$ cat src/rtl/ff_pipe_vr.sv
// Elastic register pipeline: DEPTH stages with per-stage valid bits, valid/ready
// handshake on both ends, bubble collapsing, global stall (en), flush and occupancy count.
module ff_pipe_vr #(
  parameter int WIDTH    = 32,
  parameter int DEPTH    = 2,
  parameter bit CLR_DATA = 1'b1,
  parameter int CW       = $clog2(DEPTH + 1)
) (
  input  logic             CLK,
  input  logic             rst,
  input  logic             en,
  input  logic             flush,
  input  logic [WIDTH-1:0] in_data,
  input  logic             in_valid,
  output logic             in_ready,
  output logic [WIDTH-1:0] out_data,
  output logic             out_valid,
  input  logic             out_ready,
  output logic [CW-1:0]    count,
  output logic             empty,
  output logic             full
);

  logic [WIDTH-1:0] data_q [DEPTH];
  logic [WIDTH-1:0] data_d [DEPTH];
  logic [DEPTH-1:0] valid_q, valid_d;
  logic [DEPTH-1:0] move, load;
  logic [CW-1:0]    count_q, count_d;
  logic             go;
  logic             in_take, out_take;

  // Flush and reset block every handshake and every stage transfer in their cycle.
  assign go = en & ~flush & ~rst;

  // Walk from the output side back to the input: a stage may advance when the
  // stage after it is empty or is itself advancing this cycle.
  always_comb begin : advance
    logic ds_free;
    ds_free = out_ready;
    move    = '0;
    for (int k = DEPTH - 1; k >= 0; k--) begin
      move[k] = go & valid_q[k] & ds_free;
      ds_free = ~valid_q[k] | move[k];
    end
    in_ready = go & ds_free;
  end

  assign out_valid = valid_q[DEPTH-1] & go;
  assign in_take   = in_valid & in_ready;
  assign out_take  = out_valid & out_ready;

  // NOTE: every output of this block gets a default first, so no path leaves it
  // unassigned and no latch can be inferred.
  always_comb begin
    data_d  = data_q;
    load    = '0;
    load[0] = in_take;
    if (in_take) data_d[0] = in_data;
    for (int k = 1; k < DEPTH; k++) begin
      load[k] = move[k-1];
      if (move[k-1]) data_d[k] = data_q[k-1];
    end
    valid_d = load | (valid_q & ~move);
    count_d = count_q + CW'(in_take) - CW'(out_take);
    if (flush) begin
      valid_d = '0;
      count_d = '0;
    end
  end

  // NOTE: state is updated with non-blocking assignments so every flop samples
  // the pre-edge value of its neighbours, which the stage-to-stage shift relies on.
  always_ff @(posedge CLK) begin
    if (rst) begin
      valid_q <= '0;
      count_q <= '0;
    end else begin
      valid_q <= valid_d;
      count_q <= count_d;
    end
  end

  // NOTE: the data registers are cleared only when CLR_DATA is set; otherwise
  // they are plain enabled registers and the valid bits alone define occupancy.
  always_ff @(posedge CLK) begin
    if (rst && CLR_DATA) data_q <= '{default: '0};
    else                 data_q <= data_d;
  end

  assign out_data = data_q[DEPTH-1];
  assign count    = count_q;
  assign empty    = (count_q == '0);
  assign full     = (count_q == CW'(DEPTH));

endmodule

$ cat config.mk
export PLATFORM = sky130hd
export DESIGN_NAME = ff_pipe_vr
export DESIGN_NICKNAME = d
export VERILOG_FILES = /design/src/rtl/ff_pipe_vr.sv
export SDC_FILE = /design/constraint.sdc
export NUM_CORES = 1
export LEC_CHECK = 0
export CAP_MARGIN = 25
export CORE_UTILIZATION = 30
export CTS_CLUSTER_SIZE = 25
export DETAILED_ROUTE_END_ITERATION = 8
export PLACE_DENSITY = 0.62
export REMOVE_ABC_BUFFERS = 1
export SLEW_MARGIN = 30
export SYNTH_ARGS = -nofsm -noshare
export SYNTH_HDL_FRONTEND = slang
export SYNTH_SLANG_ARGS = --single-unit
export TNS_END_PERCENT = 20
$ cat constraint.sdc
create_clock -name CLK -period 5.3 [get_ports CLK]
set_input_delay 1.325 -clock CLK [delete_from_list [all_inputs] [get_ports CLK]]
set_output_delay 1.325 -clock CLK [all_outputs]
set_load 0.005 [all_outputs]
==> results_dict.tcl <==
set metrics [dict create \
    status "completed" \
    grt_max_degree 68 \
    finalCoreUtilization 0.3879 \
    grt_usage 0.1087 \
    antenna_cells 0 \
    r2r_end "data_q[43]" \
    multiInputGateArea_mm2 0.001411 \
    synth_top_area_frac 0.4326 \
    tightest_slew_ns 0.6895 \
    path_max_fanout 6 \
    yosys_warnings 0 \
    nFillCells 995 \
    grt_pass1_vias 1869 \
    place_congestion 0.7698 \
    cts_tree "built" \
    r2r_start "valid_q[1]" \
    maxUsedRoutingLayer "met4" \
    synth-edff-count 0 \
    crit_path_end_kind "output pin" \
    hold_class "flip-flop to flip-flop" \
    area_growth_pct 26.12 \
    yosysSeqAreaShare 0.4326 \
    finalSetupViolations 0 \
    rsz0062_at_grt "false" \
    htree_levels 3 \
    crit_required_ns 3.97 \
    reg2reg_depth 4 \
    drcViolationCount 0 \
    vias 1864 \
    wl_met1_mm 2.706 \
    r2r_slack_ns 3.50 \
    final_cell_area_mm2 0.003969 \
    ir_worst_vdd_uv 91.11 \
    hold_ws_ns 0.4744 \
    finalHoldViolations 0 \
    routedWlPerCell_um 12.02 \
    wl_met3_um 255 \
    ant_nets 0 \
    worst_slack_ns 1.062 \
    final.min_clock_period_ns 4.238 \
    rows 37 \
    cp.arrival_ns 2.91 \
    die_x_um 104.4 \
    post-cts-setup-buffer-count 0 \
    core_area_mm2 0.01023 \
    synth.distinct_cells 27 \
    clk_latency_ns 0.34 \
    gr-total-overflow 0 \
    fin_worst_skew_ns 0.01152 \
    cp-start-kind "input port" \
    grt_pass1_wl_mm 9.259 \
    finalPower_mw 1.065 \
    ys_ff_latch 68 \
    yosys.area.top_type "dfxtp_1" \
    criticalPathCategory "input port to output pin" \
    final_max_slew_viol_count 0 \
    p_per_area_mw_per_mm2 268.4 \
    ios 76 \
    final_cells 458 \
    dieArea_mm2 0.01090 \
    cts.sinks 68 \
    seq_area_mm2 0.001361 \
    synthCells 274 \
    netlist_area_mm2 0.003147 \
    start_util 0.3076 \
    post_drt_via_cell_ratio 4.070 \
    synth_area_leaders "dfxtp_1, mux2_4, buf_4" \
    synth_common_cells "dfxtp_1, nor2b_1, mux2_4" \
    drt_iter0_markers 32 \
    final_nets 357 \
    drt_pass1_iterations 4 \
    post-synth-top-count-cell "dfxtp_1" \
    finalCritPeriodShare 0.7996 \
    io_buffers 75 \
    layout-drive-gt1-share 0.1957 \
    startpoint "flush" \
    tns_ns 0 \
    leakagePower_nw 1.825 \
    clk_path_buf_depth 2 \
    detailed_place_hpwl_mm 3.438 \
    max_slew_margin 0.5403 \
    cts-hold-fix-buffers 0 \
    dp_slack_ns 1.060 \
    min_from "data_q[46]" \
    post_cts_resized 0 \
    avgSynthCellArea_um2 11.48 \
    yosys_most_used_dff "dfxtp_1" \
    cap_violations 0 \
    dr_wl_met2_mm 2.449 \
    antenna_found_initial 0 \
    async_flop_share 0 \
    cp-endpoint "in_ready" \
    root_buffer "clkbuf_8" \
    cts_made_buffers 9 \
    die_h_um 104.4 \
    placed_cell_area_mm2 0.003752 \
    clk_transition_reported_paths_ns 0.06 \
    wl_mm 5.507 \
    clock.fmax_mhz 236.0 \
    placed_cells 442 \
]
[area by class of cell]
cell class	count	area share
clock buffers	11	0.03562
clock inverters	5	0.01892
inverters	13	0.01230
multi-input cells	148	0.3556
flip-flops and latches	68	0.3430
well taps	136	0.04288
repair buffers	77	0.1917
[how the worst min path moves through the flow]
stage | depth (start not counted) | slack (ns) | endpoint
floorplan | 1 | 0.45 | out_data[10]
global placement | 1 | 0.46 | out_data[11]
detailed placement | 1 | 0.46 | out_data[14]
CTS | 1 | 0.48 | out_data[14]
global route | 1 | 0.50 | out_data[19]
finish | 1 | 0.47 | out_data[14]
[critical path: stages]
cell and delay (ns):
clkdlybuf4s50_1 0.49, nor3b_4 0.42, o21a_1 0.18, clkdlybuf4s50_1 0.49
[cell families (layout without fill, tap and decap cells)]
kind of cell               count (synthesis)  in the layout  share of synthesized area
AOI/OAI and AO/OA                          4              4                    0.01471
xor gates and xnor gates                   2              2                   0.005568
adders and majority gates                  2              2                   0.007951
buffers and inverters                     58            106                     0.1189
DFF                                       68             68                     0.4326
muxes                                     64             64                     0.2632
and+or+nand+nor                           76             76                     0.1571
[per-layer routing]
layer	GRT usage	up-vias
li1	-	941
met1	0.1403	864
met2	0.1632	49
met3	0.03258	10
met4	0.05510	0
met5	0	-
[layout by cell type, fill, tap and decap left out]
| cell | synthesis | routed |
|---|---|---|
| inv_1 | 13 | 13 |
| nor3_1 | 2 | 2 |
| xor2_1 | 1 | 1 |
| nor2_1 | 2 | 2 |
| ha_1 | 2 | 2 |
| clkdlybuf4s50_1 | 0 | 74 |
| mux2i_1 | 22 | 22 |
| nand2_1 | 1 | 1 |
| clkbuf_8 | 0 | 10 |
| bufinv_16 | 0 | 2 |
| and2_1 | 2 | 2 |
| mux2_2 | 6 | 6 |
| clkbuf_1 | 6 | 1 |
| xnor2_1 | 1 | 1 |
| nor2b_1 | 39 | 39 |
| nor3b_4 | 1 | 1 |
| a32o_1 | 1 | 1 |
| nand3_4 | 1 | 1 |
| clkinv_2 | 0 | 3 |
| and3_1 | 1 | 1 |
| a22oi_1 | 1 | 1 |
| buf_4 | 33 | 2 |
| dfxtp_1 | 68 | 68 |
| o211ai_4 | 1 | 1 |
| and2b_1 | 4 | 4 |
| nand2b_1 | 23 | 23 |
| o21a_1 | 1 | 1 |
| mux2_4 | 36 | 36 |
| buf_2 | 1 | 1 |
[sequential cells by signal (all words and copies together), names as in the netlist]
register,cells
data_q,32
out_data,32
valid_q,2
count,2
[power breakdown]
part / leakage (nW) / internal (mW) / switching [mW]
combinational: 1.16 / 0.0451 / 0.0244
sequential: 0.550 / 0.520 / 0.00397
clock: 0.113 / 0.276 / 0.196
total: 1.83 / 0.841 / 0.224
Power figures use the tool's default switching activity.
